==> config.mk <==
export PLATFORM = sky130hd
export DESIGN_NAME = fpnew_opgroup_share_arb_flat
export DESIGN_NICKNAME = d
export VERILOG_FILES = /design/src/rtl/fpnew_opgroup_share_arb_if.sv /design/src/rtl/fpnew_opgroup_share_arb.sv /design/src/flat_wrapper.sv
export SDC_FILE = /design/constraint.sdc
export NUM_CORES = 1
export LEC_CHECK = 0
export ABC_AREA = 0
export ABC_CLOCK_PERIOD_IN_PS = 3680
export BUFFER_PORTS_ARGS = -buffer_cell sky130_fd_sc_hd__buf_2
export CAP_MARGIN = 15
export CORE_AREA = 3 3 313 315
export DETAILED_ROUTE_END_ITERATION = 7
export DIE_AREA = 0 0 316 318
export SYNTH_ARGS = -nofsm -noshare
export SYNTH_HDL_FRONTEND = slang
export SYNTH_SLANG_ARGS = --single-unit
==> constraint.sdc <==
create_clock -name clk_i -period 3.68 [get_ports clk_i]
set_input_delay 0.552 -clock clk_i [delete_from_list [all_inputs] [get_ports clk_i]]
set_output_delay 0.552 -clock clk_i [all_outputs]
set_load 0.005 [all_outputs]
==> src/rtl/fpnew_opgroup_share_arb_if.sv <==
// Bundle of requester, shared-unit and response signals around the opgroup share arbiter.
// The slave modport is the arbiter's view; master is the surrounding requesters and shared unit.
interface fpnew_opgroup_share_arb_if #(
    parameter int unsigned NumReq   = 4,
    parameter int unsigned PayloadW = 128,
    parameter int unsigned ResW     = 38,
    parameter int unsigned TagW     = 8,
    parameter int unsigned IdW      = (NumReq > 1) ? $clog2(NumReq) : 1
);
    logic [NumReq-1:0]          req_valid_i;
    logic [NumReq-1:0]          req_ready_o;
    logic [NumReq*PayloadW-1:0] req_payload_i;
    logic [NumReq*TagW-1:0]     req_tag_i;
    logic                       unit_valid_o;
    logic                       unit_ready_i;
    logic [PayloadW-1:0]        unit_payload_o;
    logic [IdW+TagW-1:0]        unit_tag_o;
    logic                       res_valid_i;
    logic                       res_ready_o;
    logic [IdW+TagW-1:0]        res_tag_i;
    logic [ResW-1:0]            res_data_i;
    logic [NumReq-1:0]          rsp_valid_o;
    logic [NumReq-1:0]          rsp_ready_i;
    logic [ResW-1:0]            rsp_data_o;
    logic [TagW-1:0]            rsp_tag_o;

    modport slave (
        input  req_valid_i, req_payload_i, req_tag_i, unit_ready_i,
               res_valid_i, res_tag_i, res_data_i, rsp_ready_i,
        output req_ready_o, unit_valid_o, unit_payload_o, unit_tag_o,
               res_ready_o, rsp_valid_o, rsp_data_o, rsp_tag_o
    );

    modport master (
        output req_valid_i, req_payload_i, req_tag_i, unit_ready_i,
               res_valid_i, res_tag_i, res_data_i, rsp_ready_i,
        input  req_ready_o, unit_valid_o, unit_payload_o, unit_tag_o,
               res_ready_o, rsp_valid_o, rsp_data_o, rsp_tag_o
    );
endinterface

==> src/rtl/fpnew_opgroup_share_arb.sv <==
// Round-robin sharing of one opgroup datapath between NumReq requesters, with the
// requester id carried in the tag for result routing and per-requester credit limits.
module fpnew_opgroup_share_arb #(
    parameter int unsigned NumReq   = 4,
    parameter int unsigned PayloadW = 128,
    parameter int unsigned ResW     = 38,
    parameter int unsigned TagW     = 8,
    parameter int unsigned MaxOutst = 4
) (
    input  logic                           clk_i,
    input  logic                           rst_ni,
    input  logic                           flush_i,
    fpnew_opgroup_share_arb_if.slave       bus,
    output logic                           busy_o
);
    localparam int unsigned IdW  = (NumReq > 1) ? $clog2(NumReq) : 1;
    localparam int unsigned CntW = $clog2(MaxOutst + 1);

    typedef enum logic {IDLE, LOCKED} state_e;

    state_e                       state_reg, state_next;
    logic [IdW-1:0]               rr_ptr_reg, rr_ptr_next;
    logic [IdW-1:0]               lock_id_reg, lock_id_next;
    logic [NumReq-1:0][CntW-1:0]  credit_reg, credit_next;

    logic [NumReq-1:0]            eligible;
    logic [NumReq-1:0]            rsp_sel;
    logic [NumReq-1:0]            rsp_hs;
    logic [PayloadW-1:0]          payload_arr [NumReq];
    logic [TagW-1:0]              tag_arr     [NumReq];
    logic [IdW-1:0]               grant_idle;
    logic [IdW-1:0]               grant;
    logic [IdW-1:0]               grant_inc;
    logic [IdW-1:0]               res_id;
    logic                         id_ok;
    logic                         issue_hs;

    // Round-robin search starting at rr_ptr; only consulted while IDLE.
    always_comb begin
        int idx;
        logic found;
        grant_idle = rr_ptr_reg;
        found      = 1'b0;
        idx        = 0;
        for (int k = 0; k < int'(NumReq); k++) begin
            idx = int'(rr_ptr_reg) + k;
            if (idx >= int'(NumReq)) idx = idx - int'(NumReq);
            if (!found && eligible[IdW'(idx)]) begin
                found      = 1'b1;
                grant_idle = IdW'(idx);
            end
        end
    end

    assign grant     = (state_reg == LOCKED) ? lock_id_reg : grant_idle;
    assign grant_inc = (grant == IdW'(NumReq - 1)) ? '0 : grant + 1'b1;

    // Outputs are forced inactive while reset is asserted, independent of the clock.
    assign bus.unit_valid_o   = rst_ni && ((state_reg == LOCKED) ? eligible[lock_id_reg] : |eligible);
    assign issue_hs           = bus.unit_valid_o && bus.unit_ready_i;
    assign bus.unit_payload_o = payload_arr[grant];
    assign bus.unit_tag_o     = {grant, tag_arr[grant]};

    assign res_id          = bus.res_tag_i[IdW+TagW-1:TagW];
    assign id_ok           = int'(res_id) < int'(NumReq);
    assign bus.res_ready_o = !id_ok || |(rsp_sel & bus.rsp_ready_i);
    assign bus.rsp_tag_o   = bus.res_tag_i[TagW-1:0];
    assign bus.rsp_data_o  = bus.res_data_i;

    generate
        for (genvar gi = 0; gi < NumReq; gi++) begin : g_req
            logic [CntW-1:0] cnt_next;

            assign payload_arr[gi]     = bus.req_payload_i[gi*PayloadW +: PayloadW];
            assign tag_arr[gi]         = bus.req_tag_i[gi*TagW +: TagW];
            assign eligible[gi]        = bus.req_valid_i[gi] && (credit_reg[gi] < CntW'(MaxOutst));
            assign bus.req_ready_o[gi] = issue_hs && (grant == IdW'(gi));
            assign rsp_sel[gi]         = (res_id == IdW'(gi));
            assign bus.rsp_valid_o[gi] = rst_ni && bus.res_valid_i && rsp_sel[gi];
            assign rsp_hs[gi]          = bus.rsp_valid_o[gi] && bus.rsp_ready_i[gi];

            always_comb begin
                cnt_next = credit_reg[gi];
                if (flush_i) begin
                    cnt_next = '0;
                end else if (bus.req_ready_o[gi] && !rsp_hs[gi]) begin
                    cnt_next = credit_reg[gi] + 1'b1;
                end else if (!bus.req_ready_o[gi] && rsp_hs[gi] && credit_reg[gi] != '0) begin
                    cnt_next = credit_reg[gi] - 1'b1;
                end
            end

            assign credit_next[gi] = cnt_next;

            a_no_underflow: assert property (@(posedge clk_i) disable iff (!rst_ni)
                !(rsp_hs[gi] && !flush_i && credit_reg[gi] == '0));
        end
    endgenerate

    a_res_id_range: assert property (@(posedge clk_i) disable iff (!rst_ni)
        !(bus.res_valid_i && !id_ok));

    always_comb begin
        state_next   = state_reg;
        rr_ptr_next  = rr_ptr_reg;
        lock_id_next = lock_id_reg;
        if (flush_i) begin
            state_next = IDLE;
        end else begin
            case (state_reg)
                IDLE: begin
                    if (issue_hs) begin
                        rr_ptr_next = grant_inc;
                    end else if (bus.unit_valid_o) begin
                        lock_id_next = grant;
                        state_next   = LOCKED;
                    end
                end
                LOCKED: begin
                    if (issue_hs) begin
                        rr_ptr_next = grant_inc;
                        state_next  = IDLE;
                    end else if (!bus.unit_valid_o) begin
                        // Requester withdrew (protocol violation): release rather than hang.
                        state_next = IDLE;
                    end
                end
                default: state_next = IDLE;
            endcase
        end
    end

    always_ff @(posedge clk_i or negedge rst_ni) begin
        if (!rst_ni) begin
            state_reg   <= IDLE;
            rr_ptr_reg  <= '0;
            lock_id_reg <= '0;
            credit_reg  <= '0;
        end else begin
            state_reg   <= state_next;
            rr_ptr_reg  <= rr_ptr_next;
            lock_id_reg <= lock_id_next;
            credit_reg  <= credit_next;
        end
    end

    assign busy_o = (credit_reg != '0) || (state_reg == LOCKED);

endmodule

==> src/flat_wrapper.sv <==
// flat-port wrapper written by rule: the top's interface ports become plain ports
module fpnew_opgroup_share_arb_flat 
#(
    parameter int unsigned NumReq   = 4,
    parameter int unsigned PayloadW = 128,
    parameter int unsigned ResW     = 38,
    parameter int unsigned TagW     = 8,
    parameter int unsigned MaxOutst = 4
)
  (clk_i, rst_ni, flush_i, busy_o, bus_req_valid_i, bus_req_payload_i, bus_req_tag_i, bus_unit_ready_i, bus_res_valid_i, bus_res_tag_i, bus_res_data_i, bus_rsp_ready_i, bus_req_ready_o, bus_unit_valid_o, bus_unit_payload_o, bus_unit_tag_o, bus_res_ready_o, bus_rsp_valid_o, bus_rsp_data_o, bus_rsp_tag_o);
  fpnew_opgroup_share_arb_if #(.NumReq(NumReq), .PayloadW(PayloadW), .ResW(ResW), .TagW(TagW), .IdW((2))) bus_i ();
  input  logic clk_i;
  input  logic rst_ni;
  input  logic flush_i;
  output logic busy_o;
  input wire logic [$bits(bus_i.req_valid_i)-1:0] bus_req_valid_i;
  input wire logic [$bits(bus_i.req_payload_i)-1:0] bus_req_payload_i;
  input wire logic [$bits(bus_i.req_tag_i)-1:0] bus_req_tag_i;
  input wire logic [$bits(bus_i.unit_ready_i)-1:0] bus_unit_ready_i;
  input wire logic [$bits(bus_i.res_valid_i)-1:0] bus_res_valid_i;
  input wire logic [$bits(bus_i.res_tag_i)-1:0] bus_res_tag_i;
  input wire logic [$bits(bus_i.res_data_i)-1:0] bus_res_data_i;
  input wire logic [$bits(bus_i.rsp_ready_i)-1:0] bus_rsp_ready_i;
  output wire logic [$bits(bus_i.req_ready_o)-1:0] bus_req_ready_o;
  output wire logic [$bits(bus_i.unit_valid_o)-1:0] bus_unit_valid_o;
  output wire logic [$bits(bus_i.unit_payload_o)-1:0] bus_unit_payload_o;
  output wire logic [$bits(bus_i.unit_tag_o)-1:0] bus_unit_tag_o;
  output wire logic [$bits(bus_i.res_ready_o)-1:0] bus_res_ready_o;
  output wire logic [$bits(bus_i.rsp_valid_o)-1:0] bus_rsp_valid_o;
  output wire logic [$bits(bus_i.rsp_data_o)-1:0] bus_rsp_data_o;
  output wire logic [$bits(bus_i.rsp_tag_o)-1:0] bus_rsp_tag_o;
  assign bus_i.req_valid_i = bus_req_valid_i;
  assign bus_i.req_payload_i = bus_req_payload_i;
  assign bus_i.req_tag_i = bus_req_tag_i;
  assign bus_i.unit_ready_i = bus_unit_ready_i;
  assign bus_i.res_valid_i = bus_res_valid_i;
  assign bus_i.res_tag_i = bus_res_tag_i;
  assign bus_i.res_data_i = bus_res_data_i;
  assign bus_i.rsp_ready_i = bus_rsp_ready_i;
  assign bus_req_ready_o = bus_i.req_ready_o;
  assign bus_unit_valid_o = bus_i.unit_valid_o;
  assign bus_unit_payload_o = bus_i.unit_payload_o;
  assign bus_unit_tag_o = bus_i.unit_tag_o;
  assign bus_res_ready_o = bus_i.res_ready_o;
  assign bus_rsp_valid_o = bus_i.rsp_valid_o;
  assign bus_rsp_data_o = bus_i.rsp_data_o;
  assign bus_rsp_tag_o = bus_i.rsp_tag_o;
  fpnew_opgroup_share_arb #(.NumReq(NumReq), .PayloadW(PayloadW), .ResW(ResW), .TagW(TagW), .MaxOutst(MaxOutst)) u_core (.clk_i(clk_i), .rst_ni(rst_ni), .flush_i(flush_i), .bus(bus_i), .busy_o(busy_o));
endmodule
# ---- Word level (Yosys, flattened, before mapping)
# Cells that the tools add are included.
dict set report classes {
  add_sub_neg 16
  n_mul 0
  div 0
  n_lt_le_gt_ge 14
  n_eq_ne 6
  shifts 0
  muxes 50
  bitwise_logic 5
  n_reduce_logical 61
}
# cell count
set ops {}
lappend ops {{128-bit binary-select mux with 2-bit select} 1}
lappend ops {{128-bit two-way mux} 2}
lappend ops {{3-bit two-way mux} 12}
lappend ops {{1-bit logical AND} 34}
lappend ops {{3-bit nonzero test} 8}
lappend ops {{2-bit two-way mux} 11}
lappend ops {{8-bit binary-select mux with 2-bit select} 1}
lappend ops {{2-bit by 4-bit less-than comparator with 1-bit output, second input constant} 4}
lappend ops {{1-bit two-way mux} 16}
lappend ops {{8-bit two-way mux} 2}
lappend ops {{3-bit by 1-bit adder with 3-bit output, second input constant} 4}
lappend ops {{3-bit greater-or-equal comparator, second input constant} 4}
lappend ops {{3-bit less-than comparator, second input constant} 4}
lappend ops {{12-bit nonzero test} 1}
lappend ops {{3-bit by 1-bit subtractor with 3-bit output, second input constant} 4}
lappend ops {{1-bit logical NOT} 11}
lappend ops {{1-bit binary-select mux with 2-bit select} 5}
lappend ops {{2-bit == test, second input constant} 4}
lappend ops {{4-bit OR reduction} 2}
lappend ops {{2-bit by 1-bit subtractor with 2-bit output, second input constant} 4}
lappend ops {{2-bit by 2-bit adder with 3-bit output, second input constant} 2}
lappend ops {{4-bit bitwise AND} 1}
lappend ops {{2-bit by 1-bit == test with 1-bit output, second input constant} 2}
lappend ops {{2-bit logical NOT} 2}
lappend ops {{9 further kinds} 11}
dict set report word_totals {
  reg_bits 17
  latchBits 0
  ram_bits 0
  mem_bits_ro 0
  elab_cells 159
  memories 0
}

# ---- Logic depth before layout (Yosys ltp)
dict set report logic_depth {
  depth_word 24
  mapped_depth 14
  depth_no_buf 11
}

# ---- Worst setup path after synthesis
# No wires, ideal clock.
dict set report synth_timing {
  path_kind {input port to flip-flop}
  start {in bus_req_valid_i[3]}
  end {reg u_core.credit_reg[11] in the netlist's numbering}
  arrival_ps 3249
  path_slack_ps 306
  path_stages 14
  path_buffers 3
  cell_sequence {nor2b_2 o22ai_1 a22o_1 o31a_1 buf_6 buf_6 buf_6 inv_1 ha_1 nor3b_1 and2_1 fa_1 mux2i_1 mux2_2}
}
dict set report synth_via {
  elab_chain_cells 21
  word_cells_on_any_way 42
  cone_classes {eq/ne: 1; mux: 25; reduce/logical: 16}
}
# element line
set synth_rtl {}
lappend synth_rtl {{from (decl)} flat_wrapper.sv:16} ;# input wire logic [$bits(bus_i.req_valid_i)-1:0] bus_req_valid_i;
lappend synth_rtl {{1-bit logical AND (*)} fpnew_opgroup_share_arb.sv:76} ;# assign eligible[gi] = bus.req_valid_i[gi] && (credit_reg[gi] < CntW'(MaxOutst));
lappend synth_rtl {{1-bit binary-select mux with 2-bit select} fpnew_opgroup_share_arb.sv:48} ;# if (!found && eligible[IdW'(idx)]) begin
lappend synth_rtl {{1-bit two-way mux (not written as such) (2 in series)} fpnew_opgroup_share_arb.sv:48}
lappend synth_rtl {{1-bit two-way mux} fpnew_opgroup_share_arb.sv:48}
lappend synth_rtl {{1-bit logical NOT} fpnew_opgroup_share_arb.sv:48}
lappend synth_rtl {{1-bit logical AND} fpnew_opgroup_share_arb.sv:48}
lappend synth_rtl {{1-bit two-way mux} fpnew_opgroup_share_arb.sv:48}
lappend synth_rtl {{1-bit logical NOT} fpnew_opgroup_share_arb.sv:48}
lappend synth_rtl {{[4 not listed]} n/a}
lappend synth_rtl {{2-bit two-way mux} fpnew_opgroup_share_arb.sv:48}
lappend synth_rtl {{2-bit two-way mux} fpnew_opgroup_share_arb.sv:55} ;# assign grant = (state_reg == LOCKED) ? lock_id_reg : grant_idle;
lappend synth_rtl {{2-bit == test} fpnew_opgroup_share_arb.sv:77} ;# assign bus.req_ready_o[gi] = issue_hs && (grant == IdW'(gi));
lappend synth_rtl {{1-bit logical AND (*)} fpnew_opgroup_share_arb.sv:77}
lappend synth_rtl {{named net bus_req_ready_o[3]} flat_wrapper.sv:24} ;# output wire logic [$bits(bus_i.req_ready_o)-1:0] bus_req_ready_o;
lappend synth_rtl {{1-bit logical NOT} fpnew_opgroup_share_arb.sv:88} ;# end else if (!bus.req_ready_o[gi] && rsp_hs[gi] && credit_reg[gi] != '0) begin
lappend synth_rtl {{1-bit logical AND (2 in series)} fpnew_opgroup_share_arb.sv:88}
lappend synth_rtl {{3-bit nonzero test (no source line)} n/a}
lappend synth_rtl {{to (signal assigned)} fpnew_opgroup_share_arb.sv:143} ;# credit_reg <= credit_next;
lappend synth_rtl {{to (decl)} fpnew_opgroup_share_arb.sv:24} ;# logic [NumReq-1:0][CntW-1:0] credit_reg, credit_next;
# The timed path passes the listed nets; every way through them passes the cells marked *. The select of a mux whose other input is x is not followed.
# A chain may end at the register's enable or synchronous reset.

# ---- Final worst setup path
dict set report layout_timing {
  start {reg u_core.credit_reg[8] in the netlist's numbering}
  end {out bus_unit_payload_o[3]}
}
dict set report layout_via {
  elab_chain_cells 20
  word_cells_on_any_way 32
  cone_classes {order compare: 1; mux: 23; bitwise: 1; reduce/logical: 7}
}
# element line
set layout_rtl {}
lappend layout_rtl {{3-bit less-than comparator (*)} fpnew_opgroup_share_arb.sv:76}
lappend layout_rtl {{1-bit logical AND (*)} fpnew_opgroup_share_arb.sv:76}
lappend layout_rtl {{1-bit binary-select mux with 2-bit select} fpnew_opgroup_share_arb.sv:48}
lappend layout_rtl {{1-bit two-way mux (not written as such) (2 in series)} fpnew_opgroup_share_arb.sv:48}
lappend layout_rtl {{1-bit two-way mux} fpnew_opgroup_share_arb.sv:48}
lappend layout_rtl {{1-bit logical NOT} fpnew_opgroup_share_arb.sv:48}
lappend layout_rtl {{1-bit logical AND} fpnew_opgroup_share_arb.sv:48}
lappend layout_rtl {{1-bit two-way mux} fpnew_opgroup_share_arb.sv:48}
lappend layout_rtl {{[2 not listed]} n/a}
lappend layout_rtl {{1-bit two-way mux} fpnew_opgroup_share_arb.sv:48}
lappend layout_rtl {{1-bit logical NOT} fpnew_opgroup_share_arb.sv:48}
lappend layout_rtl {{1-bit logical AND} fpnew_opgroup_share_arb.sv:48}
lappend layout_rtl {{2-bit two-way mux (*)} fpnew_opgroup_share_arb.sv:48}
lappend layout_rtl {{2-bit two-way mux (*)} fpnew_opgroup_share_arb.sv:55}
lappend layout_rtl {{2-bit inverter with 3-bit output (not written as such) (*)} fpnew_opgroup_share_arb.sv:61} ;# assign bus.unit_payload_o = payload_arr[grant];
lappend layout_rtl {{128-bit binary-select mux with 2-bit select (*)} fpnew_opgroup_share_arb.sv:61}
lappend layout_rtl {{128-bit two-way mux (not written as such) (*) (2 in series)} fpnew_opgroup_share_arb.sv:61}
lappend layout_rtl {{to (decl)} flat_wrapper.sv:26} ;# output wire logic [$bits(bus_i.unit_payload_o)-1:0] bus_unit_payload_o;
# Every way passes the cells marked *; elsewhere a longest branch is shown, timed or not. The select of a mux whose other input is x is not followed.

==> impl_metrics.json <==
{
  "avgSynthCellArea_um2": 13.05,
  "grtUsageMet3": 0.08987,
  "ys_warn_count": 0,
  "r2r-start": "u_core.credit_reg[8]$_DFFE_PN0P_",
  "die_x_um": 316,
  "cts.hold.buffers_added": 0,
  "p_int_mw": 2.668,
  "p_seq_frac": 0.051,
  "vias": 7631,
  "synth_cells": 392,
  "wl_um": 76080,
  "cts_tree": "built",
  "power-per-cell-area_mw_per_mm2": 520.7,
  "synth_seq_cells": 17,
  "nets": 1659,
  "core_area_mm2": 0.09515,
  "antenna_found_initial": 124,
  "first_pass_iters": 5,
  "grt.busiest_layer": "met2",
  "dieArea_mm2": 0.1005,
  "dpl_worst_slack_ps": 188.9,
  "timing.fmax_ghz": 0.2837,
  "synth_area_mm2": 0.005115,
  "cts_buffer_depth": 2,
  "grt_use_met2": 0.2130,
  "grt-ovfl-total": 0,
  "clkPwrFrac": 0.043,
  "setup_violations": 0,
  "crit_fanout": 23,
  "synth_top_cell_by_area": "mux4_2",
  "rows": 113,
  "cts_setup_buffers": 0,
  "status": "completed",
  "initial_core_util": 0.05375,
  "postSynthNetCount": 1002,
  "irDropWorstVdd_mv": 0.3111,
  "rsz0062_at_grt": "false",
  "hpwl_um": 72160,
  "most-common-layout-cells": "buf_2 (707), mux4_2 (137), nor2_1 (23)",
  "seq_area_frac_synth": 0.08317,
  "power.share.combinational": 0.906,
  "power_switching_share": 0.4949,
  "synth.distinct_cells": 52,
  "grt_pass1_vias": 7705,
  "drt_iter0_drc": 582,
  "finalWeightedCongestion": 0.9589,
  "remaining_drc_errors": 0,
  "layout-drive-gt1-share": 0.8521,
  "n_fill_cell": 11109,
  "largest_reg_flops": 12,
  "switching_power_mw": 2.614,
  "r2r_setup_slack_ps": 440,
  "insertion_delay_ps": 250,
  "clk_pin_slew_ps": 50,
  "ant_nets": 0,
  "cp.required_ps": 3130,
  "r2r-end": "u_core.credit_reg[1]$_DFFE_PN0P_",
  "cap_violations": 0,
  "met1_usage": 0.1684,
  "worstMarginPinSlew_ps": 650.6,
  "grt_pass1_wl_um": 90780,
  "synth_top_area_frac": 0.6032,
  "synth-async-reset-ratio": 1.000,
  "critical_path_class": "reg2out",
  "hold_viol": 0,
  "fin_ws_ps": 155.7,
  "final_common_cell": "buf_2",
  "fin_crit_ps": 3524,
  "cts_max_level": 1,
  "ys_top_cells_by_area": "mux4_2 (60%), dfrtp_1 (8.3%), buf_4 (6.8%), buf_6 (3.3%), nor2_1 (1.7%)",
  "viasPerCell": 3.228,
  "grt_usage": 0.1436,
  "crit_path_start_kind": "flop",
  "yosys_most_used_dff": "dfrtp_1",
  "cts_num_sinks": 17,
  "numPortBuffers": 707,
  "fin_setup_tns_ps": 0,
  "fin_crit_sh": 0.9577,
  "cts_root_buf": "clkbuf_16",
  "io_pins": 800,
  "die_h_um": 318,
  "hp-class": "in2async",
  "skew_ps": 1.098,
  "synth_edf_count": 0,
  "cts_buffers": 3,
  "r2r_cells": 11,
  "post_cts_resized": 0,
  "grt_max_degree": 37,
  "endpoint_kind": "output port",
  "relSlewSlack": 0.5608,
  "syn_to_final_growth_pct": 98.34,
  "avgRoutedWirePerCell_um": 32.18,
  "worstPathArrival_ps": 2970,
  "leakage_nw": 4.517,
  "drv_slew": 0
}
power groups by stage:
stage                     Combinational [mW]  Sequential [mW]  Clock [mW]
after floorplan                         2.49            0.256           0
after global placement                  4.99            0.275           0
after detailed placement                4.98            0.272           0
after CTS                               5.00            0.271       0.229
after global routing                    5.17            0.278       0.237
final                                   4.78            0.272       0.226
cell type report:
| type | instances | area, um^2 | share of cell area |
|---|---|---|---|
| repair buffers | 734 | 3841 | 0.3786 |
| flip-flops and latches | 17 | 425.4 | 0.04193 |
| multi-input cells | 277 | 4029 | 0.3971 |
| clock buffers | 4 | 78.83 | 0.007770 |
| well taps | 1265 | 1583 | 0.1560 |
| inverters | 16 | 60.06 | 0.005920 |
| diodes | 51 | 127.6 | 0.01258 |
worst max-delay path: stages (launching register included):
cell and delay [ps]:
dfrtp_1 430, nand2b_1 210, o32ai_1 370, o31a_2 290, buf_12 230, buf_4 240, mux4_2 610, buf_2 240
worst max path at each step:
stage / slack, ps / start / end
6_report: 160 / u_core.credit_reg[8]$_DFFE_PN0P_ / bus_unit_payload_o[3]
5_1_grt: 9 / u_core.credit_reg[8]$_DFFE_PN0P_ / bus_unit_payload_o[6]
4_1_cts: 150 / u_core.credit_reg[8]$_DFFE_PN0P_ / bus_unit_payload_o[3]
2_1_floorplan: 310 / bus_req_valid_i[3] / u_core.credit_reg[11]$_DFFE_PN0P_
3_3_place_gp: 80 / bus_req_valid_i[2] / u_core.credit_reg[1]$_DFFE_PN0P_
3_5_place_dp: 190 / bus_req_valid_i[1] / u_core.credit_reg[1]$_DFFE_PN0P_
layer usage:
| layer | wire length, um | part of all wire | vias to the layer above |
|---|---|---|---|
| li1 | - | - | 2985 |
| met5 | 433 | 0.0057 | - |
| met4 | 2527 | 0.033 | 66 |
| met2 | 32080 | 0.42 | 757 |
| met1 | 28430 | 0.37 | 3648 |
| met3 | 12610 | 0.17 | 175 |
synth_stat cells, types with 5 or more instances:
cell type	n
mux4_2	137
nor2_1	23
nor2b_1	5
dfrtp_1	17
buf_2	16
nand2_1	14
buf_6	15
nor3_1	13
inv_1	14
o21ai_0	7
buf_4	46
mux2_2	6
logic make-up after synthesis:
logic type,after synthesis,synth area share
AOI/OAI and AO/OA,31,0.04208
xor gates and xnor gates,2,0.003425
adders and majority gates,5,0.01810
buffers and inverters,98,0.1316
DFF,17,0.08317
muxes,149,0.6287
and+or+nand+nor,90,0.09296
per-stage QoR:
step	area [um^2]	cells	utilization	power (mW)	hold WS, ps
floorplan	5115	392	-	2.744	256.4
global placement	9938	2309	0.1044	5.260	380.5
detailed placement	9938	2309	0.1044	5.249	380.6
CTS	10020	2313	0.1053	5.497	110.8
global route	10070	2336	0.1059	5.679	115.8
finish	10140	2364	0.1066	5.282	119.1
(Power assumes the default switching activity.)
